### src/rtl/ro_meas_pkg.sv
// Shared types and defaults for the ring-oscillator measurement sequencer.
package ro_meas_pkg;

    typedef enum logic [1:0] {
        IDLE,
        SETTLE,
        GATE,
        DONE
    } state_t;

    localparam int N_RO_DEF       = 4;
    localparam int GATE_W_DEF     = 16;
    localparam int CNT_W_DEF      = 16;
    localparam int SETTLE_CYC_DEF = 8;

    function automatic int idx_width(input int n);
        return (n > 1) ? $clog2(n) : 1;
    endfunction

endpackage

### src/rtl/ro_sync_edge.sv
// Per-bit two-flop synchronizer followed by a rising-edge detector.
module ro_sync_edge #(
    parameter int W = 4
) (
    input  logic         clk,
    input  logic         rst,
    input  logic [W-1:0] d,
    output logic [W-1:0] rise
);

    logic [W-1:0] s1;
    logic [W-1:0] s2;
    logic [W-1:0] s3;

    always_ff @(posedge clk) begin
        if (rst) begin
            s1 <= '0;
            s2 <= '0;
            s3 <= '0;
        end else begin
            s1 <= d;
            s2 <= s1;
            s3 <= s2;
        end
    end

    assign rise = s2 & ~s3;

endmodule

### src/rtl/ro_meas_ctrl.sv
// Ring-oscillator measurement sequencer: enable one oscillator, settle,
// count synchronized tap edges over a gate window, report with done.
module ro_meas_ctrl
    import ro_meas_pkg::*;
#(
    parameter int N_RO       = N_RO_DEF,
    parameter int SEL_W      = idx_width(N_RO),
    parameter int GATE_W     = GATE_W_DEF,
    parameter int CNT_W      = CNT_W_DEF,
    parameter int SETTLE_CYC = SETTLE_CYC_DEF
) (
    input  logic              clk,
    input  logic              rst,
    input  logic              start,
    input  logic              abort,
    input  logic [SEL_W-1:0]  ro_sel,
    input  logic [GATE_W-1:0] gate_cycles,
    input  logic [N_RO-1:0]   ro_tap,
    output logic [N_RO-1:0]   ro_en,
    output logic              busy,
    output logic              done,
    output logic [CNT_W-1:0]  count,
    output logic              overflow
);

    localparam int SET_W = idx_width(SETTLE_CYC);
    localparam logic [SET_W-1:0] SETTLE_LD = SET_W'(SETTLE_CYC - 1);

    state_t            state;
    logic [SEL_W-1:0]  sel_q;
    logic [GATE_W-1:0] gate_q;
    logic [GATE_W-1:0] gate_cnt;
    logic [SET_W-1:0]  settle_cnt;
    logic [CNT_W-1:0]  edge_cnt;
    logic [CNT_W-1:0]  cnt_nxt;
    logic              ovf_q;
    logic              ovf_nxt;
    logic [N_RO-1:0]   rise;
    logic              rise_sel;
    logic              sel_ok;

    ro_sync_edge #(
        .W(N_RO)
    ) u_sync (
        .clk (clk),
        .rst (rst),
        .d   (ro_tap),
        .rise(rise)
    );

    assign rise_sel = rise[sel_q];
    assign sel_ok   = 32'(ro_sel) < N_RO;

    // Saturating edge count including the rise seen this cycle.
    always_comb begin
        cnt_nxt = edge_cnt;
        ovf_nxt = ovf_q;
        if (state == GATE && rise_sel) begin
            if (&edge_cnt) begin
                ovf_nxt = 1'b1;
            end else begin
                cnt_nxt = edge_cnt + 1'b1;
            end
        end
    end

    always_ff @(posedge clk) begin
        if (rst) begin
            state      <= IDLE;
            sel_q      <= '0;
            gate_q     <= '0;
            gate_cnt   <= '0;
            settle_cnt <= '0;
            edge_cnt   <= '0;
            ovf_q      <= 1'b0;
            ro_en      <= '0;
            busy       <= 1'b0;
            done       <= 1'b0;
            count      <= '0;
            overflow   <= 1'b0;
        end else begin
            done <= 1'b0;
            unique case (state)
                IDLE: begin
                    if (start && sel_ok) begin
                        sel_q      <= ro_sel;
                        gate_q     <= gate_cycles;
                        settle_cnt <= SETTLE_LD;
                        edge_cnt   <= '0;
                        ovf_q      <= 1'b0;
                        ro_en      <= N_RO'(1) << ro_sel;
                        busy       <= 1'b1;
                        state      <= SETTLE;
                    end
                end
                SETTLE: begin
                    if (abort) begin
                        ro_en <= '0;
                        busy  <= 1'b0;
                        state <= IDLE;
                    end else if (settle_cnt != '0) begin
                        settle_cnt <= settle_cnt - 1'b1;
                    end else if (gate_q != '0) begin
                        gate_cnt <= gate_q - 1'b1;
                        state    <= GATE;
                    end else begin
                        ro_en    <= '0;
                        busy     <= 1'b0;
                        done     <= 1'b1;
                        count    <= cnt_nxt;
                        overflow <= ovf_nxt;
                        state    <= DONE;
                    end
                end
                GATE: begin
                    if (abort) begin
                        ro_en <= '0;
                        busy  <= 1'b0;
                        state <= IDLE;
                    end else begin
                        edge_cnt <= cnt_nxt;
                        ovf_q    <= ovf_nxt;
                        if (gate_cnt != '0) begin
                            gate_cnt <= gate_cnt - 1'b1;
                        end else begin
                            ro_en    <= '0;
                            busy     <= 1'b0;
                            done     <= 1'b1;
                            count    <= cnt_nxt;
                            overflow <= ovf_nxt;
                            state    <= DONE;
                        end
                    end
                end
                DONE: begin
                    state <= IDLE;
                end
                default: begin
                    state <= IDLE;
                end
            endcase
        end
    end

endmodule
### config.mk
export PLATFORM = sky130hd
export DESIGN_NAME = ro_meas_ctrl
export DESIGN_NICKNAME = d
export VERILOG_FILES = /design/src/rtl/ro_meas_pkg.sv /design/src/rtl/ro_sync_edge.sv /design/src/rtl/ro_meas_ctrl.sv
export SDC_FILE = /design/constraint.sdc
export NUM_CORES = 1
export LEC_CHECK = 0
export ABC_AREA = 1
export CAP_MARGIN = 20
export CORE_UTILIZATION = 40
export DETAILED_ROUTE_END_ITERATION = 10
export GPL_ROUTABILITY_DRIVEN = 0
export SLEW_MARGIN = 30
export SYNTH_ARGS = -nofsm -noshare
export SYNTH_HDL_FRONTEND = slang
export SYNTH_SLANG_ARGS = --single-unit
export TNS_END_PERCENT = 30
### constraint.sdc
create_clock -name clk -period 3.45 [get_ports clk]
set_input_delay 0.69 -clock clk [delete_from_list [all_inputs] [get_ports clk]]
set_output_delay 0.69 -clock clk [all_outputs]
set_load 0.02 [all_outputs]
# Word level (Yosys, flattened, before mapping)
# Index checks and enable logic that the tools add are counted.
# classes
n_mux,61
n_reduce_logical,17
magnitude_cmp,1
shifts,1
n_bitwise,2
eq_ne,15
n_addsub,4
# op_table
op,count
two-way mux 16 bit,14
case mux 16 bit (2 select lines),3
nonzero test 16 bit,2
"subtractor 16 x 1 -> 16 bit, second input constant",2
two-way mux 4 bit,6
two-way mux 1 bit,22
"adder 16 x 1 -> 16 bit, second input constant",1
"inequality test 2 bit, second input constant",8
AND reduction 16 bit,1
case mux 4 bit (3 select lines),1
AND reduction 6 bit,2
two-way mux 2 bit,5
two-way mux 3 bit,3
"inequality test 3 bit, second input constant",3
case mux 2 bit (4 select lines),1
case mux 1 bit (2 select lines),3
case mux 3 bit (2 select lines),1
AND reduction 3 bit,2
nonzero test 2 bit,3
nonzero test 3 bit,2
AND reduction 5 bit,1
bitwise AND 4 bit,1
"== test 2 bit, second input constant",2
inverter 4 bit,1
11 further kinds,11
# totals
out_inout_bits,23
word_cells,116
regBits,91

# Logic depth before layout (Yosys ltp)
# logic_depth
depth_word,10
mapped_depth,15
mapped_depth_nobuf,13

# By module
# Synthesis repeated with hierarchy kept, for this count alone.
# hier_totals
cells_unflattened,759
area_unflattened_um2,5029.8
# modules_own_cells
module,area_each_um2,instances,cells_each,seq_area_each_um2
ro_meas_ctrl,4673.2,1,718,1581.5
ro_sync_edge,356.6,1,41,240.2

# Worst setup path before layout
# No wires, ideal clock.
# synth_path
path_type,register to register
from,register state[0]
to,register gate_cnt[8]
stages_incl_launch_ff,14
setup_slack_ns,1.451
setup_time_ns,0.064
t_arrival_ns,1.935
synth_period_minus_slack_ns,1.999
n_path_buf,2
cell_sequence,dfxtp_1 inv_1 ha_1 buf_6 buf_6 o21ai_1 ha_1 inv_1 nor2_1 inv_2 nor2_2 xor2_1 nor2_1 nor2_1
# synth_via
elab_chain_len,3
# synth_rtl
element,line_no,text
from (decl),ro_meas_ctrl.sv:29,state_t state;
from (signal assigned),ro_meas_ctrl.sv:69,state <= IDLE;
from (signal assigned),ro_meas_ctrl.sv:93,state <= SETTLE;
from (signal assigned),ro_meas_ctrl.sv:100,state <= IDLE;
== test 2 x 1 -> 1 bit or == test 2 bit (tied branches),ro_meas_ctrl.sv:83,unique case (state)
inequality test 2 bit (no source line) (tied with other cells),-,
AND reduction 6 bit (no source line),-,
to (signal assigned),ro_meas_ctrl.sv:104,gate_cnt <= gate_q - 1'b1;
to (signal assigned),ro_meas_ctrl.sv:124,gate_cnt <= gate_cnt - 1'b1;
to (decl),ro_meas_ctrl.sv:32,logic [GATE_W-1:0] gate_cnt;
# Parallel ways exist; a longest one is shown, timed or not.
# A chain may end at the register's enable or synchronous reset.

# Worst setup path in the final report
# layout_path
from,register state[0]
to,register gate_cnt[12]
# The elaborated chain is that of the path after synthesis.

==> results_dict.tcl <==
set metrics [dict create \
    cts_buffer_depth 2 \
    critPathMaxStageDelay_ns 0.46 \
    post_cts_resized 0 \
    regArea_mm2 0.00182 \
    maxSlewHeadroom_pct 48.5 \
    hold_viol 0 \
    arrival_ns 2.69 \
    detail-route-antenna-nets 0 \
    placed_area_mm2 0.00557 \
    h-tree-depth 3 \
    fin_tns_setup_ns 0 \
    critical-path-slowest-cell "ha_1" \
    leakage_nw 2.62 \
    vias 4660 \
    postCtsSetupRepairBufs 0 \
    num-nets-final 841 \
    antenna_found_initial 0 \
    yosysTopAreaCellShare_pct 36.6 \
    clockRootBuffer "clkbuf_16" \
    min_period_ns 2.40 \
    synth.distinct_cells 37 \
    io_buffers 48 \
    die_h_um 114 \
    maxCapViolCount 0 \
    viasPerCell 4.75 \
    critical_path_class "reg -> reg" \
    core_mm2 0.0121 \
    area_growth_pct 18.0 \
    dp.cells 965 \
    fill_cells 1266 \
    worst_pin_slew_ns 0.771 \
    final_common_cell "nand2_1" \
    setup_viol 0 \
    yosysWarnings 0 \
    io_pins 49 \
    ys_seq_area_share_pct 36.6 \
    ir_drop_mv 0.297 \
    max_freq_mhz 417 \
    final_area_mm2 0.00587 \
    whs_path_depth 2 \
    path_clk_slew_ns 0.06 \
    grt_max_degree 43 \
    avgSynthCellArea_um2 6.45 \
    fp.dieW_um 114 \
    dr.first_iter.drc_count 170 \
    finalClockSkew_ns 0.00816 \
    yosys-top-cells-area "dfxtp_1 37%, nand2_1 15%, nor2_1 9.7%" \
    grt_pass1_vias 4296 \
    worstSetupStartpointType "register" \
    avgRoutedWirePerCell_um 11.7 \
    finalWirelength_mm 11.5 \
    antenna_cells 0 \
    hp-start "u_sync.s1[1]" \
    ff2ff_path_depth 12 \
    required_ns 3.74 \
    outcome "complete, no violations" \
    r2r_start "state[0]" \
    cts_tree "done" \
    postCtsHoldBufs 0 \
    path_max_fanout 26 \
    reg2reg_to "gate_cnt[12]" \
    syn-num-nets 804 \
    drive_gt1_share_pct 8.12 \
    period_share_pct 69.5 \
    r2r_slack_ns 1.05 \
    post-route-drc-count 0 \
    layout_setup_ws_ns 1.05 \
    grt_usage_pct 18.9 \
    overflow 0 \
    synth_seq_cells 91 \
    final_cell_mix "196 x nand2_1, 129 x nor2_1, 93 x inv_1, 91 x dfxtp_1, 52 x a21oi_1" \
    min_to "u_sync.s2[1]" \
    post-place-ws_ns 0.927 \
    synth_top_area_cell "dfxtp_1" \
    die_area_mm2 0.0129 \
    min_path_type "reg -> reg" \
    end_kind "register" \
    path_cells "inv_1, ha_1, buf_4, nand2_1, o21ai_2, nand2_1, nor2_1, inv_2, nor2_2, nand3_1, nand3_1, and2_1" \
    drv_slew 0 \
    numCtsBuffers 9 \
    num_rows 40 \
    netlist_area_mm2 0.00497 \
    clock_sinks 91 \
    multi_input_area_mm2 0.00259 \
    synth_cells 771 \
    first_pass_iters 5 \
    grt_pass1_wl_mm 19.6 \
    rsz0062_at_grt "no" \
    start_util_pct 41.2 \
    insertion_delay_ns 0.35 \
    fin_cells 981 \
    power_density_mw_per_mm2 533 \
    dpl.hpwl_mm 8.24 \
]
routing by layer:
| metal | track usage [%] | up-vias | part of all wire, % |
|---|---|---|---|
| li1 | - | 2482 | - |
| met2 | 31.5 | 80 | 45 |
| met5 | 0 | - | 0 |
| met4 | 7.37 | 0 | 1.6 |
| met3 | 2.92 | 15 | 3.2 |
| met1 | 24.6 | 2083 | 50 |
worst max path at each step:
stage	start	endpoint	slack (ns)
3_3_place_gp	abort	count[0]	0.99
6_report	state[0]	gate_cnt[12]	1.05
5_1_grt	state[0]	gate_cnt[12]	0.78
3_5_place_dp	abort	count[0]	0.93
2_1_floorplan	state[0]	gate_cnt[8]	1.45
4_1_cts	state[0]	gate_cnt[8]	1.05
Yosys cell counts:
master / n
inv_1: 93
nand3_1: 47
ha_1: 7
clkinv_2: 1
nand2_4: 3
nand4_1: 11
buf_2: 6
or2_1: 1
nand2_2: 1
or2_2: 1
nor2_2: 5
nand3b_1: 3
nor3_4: 1
dfxtp_1: 91
buf_4: 3
buf_6: 4
a211oi_1: 1
o21a_2: 1
nand2_1: 196
inv_2: 12
nand3_2: 8
o21bai_4: 1
o21ai_0: 28
and2_1: 3
clkbuf_1: 14
nor2_1: 129
xnor2_1: 2
clkinv_1: 1
o21ai_2: 8
xor2_1: 11
buf_1: 1
nor3_1: 6
nor2_4: 1
nand4_2: 1
o21ai_1: 16
a21oi_1: 52
a311oi_1: 1
cells by family (layout without fill, tap and decap cells):
logic type	Yosys count	count (layout)	synth area share [%]
and+or+nand+nor	417	417	36.2
adders and majority gates	7	7	1.76
buffers and inverters	135	177	11.2
xor gates and xnor gates	13	13	2.29
DFF	91	91	36.6
AOI/OAI and AO/OA	108	108	11.9
worst max-delay path, delay by kind of cell, from the launching register on:
family,cells,cell delay [ns]
compound gates,1,0.10
fa+ha+maj,1,0.46
buf+inv,3,0.54
simple gates,7,0.92
flops,1,0.32
where the power goes:
part,switching [mW],total [mW],internal [mW],leakage (nW)
Clock,0.417,0.998,0.581,0.145
Combinational,0.553,0.883,0.330,1.73
Sequential,0.0704,1.25,1.18,0.745
through the flow:
step           util (%)  power [mW]  hold slack, ns
2_1_floorplan         -        1.90           0.388
3_3_place_gp       46.2        2.14           0.394
3_5_place_dp       46.2        2.15           0.396
4_1_cts            48.7        3.16           0.405
5_1_grt            48.7        3.34           0.432
6_report           48.7        3.13           0.405
registers in the layout, summed over array words and instances, names as in the netlist:
| name | cells |
|---|---|
| sel_q | 2 |
| ovf_q | 1 |
| settle_cnt | 3 |
| gate_q | 16 |
| gate_cnt | 16 |
| state | 2 |
| count | 16 |
| overflow | 1 |
| u_sync.s1 | 4 |
| edge_cnt | 16 |
| busy | 1 |
| done | 1 |
| u_sync.s3 | 4 |
| ro_en | 4 |
| u_sync.s2 | 4 |
layout make-up:
type                    instances  area share [%]
inverters                     107            6.86
clock inverters                 6            1.09
multi-input cells             545            44.2
repair buffers                 54            9.16
flip-flops and latches         91            31.0
clock buffers                  10            4.07
well taps                     168            3.58
(Power assumes the default switching activity.)
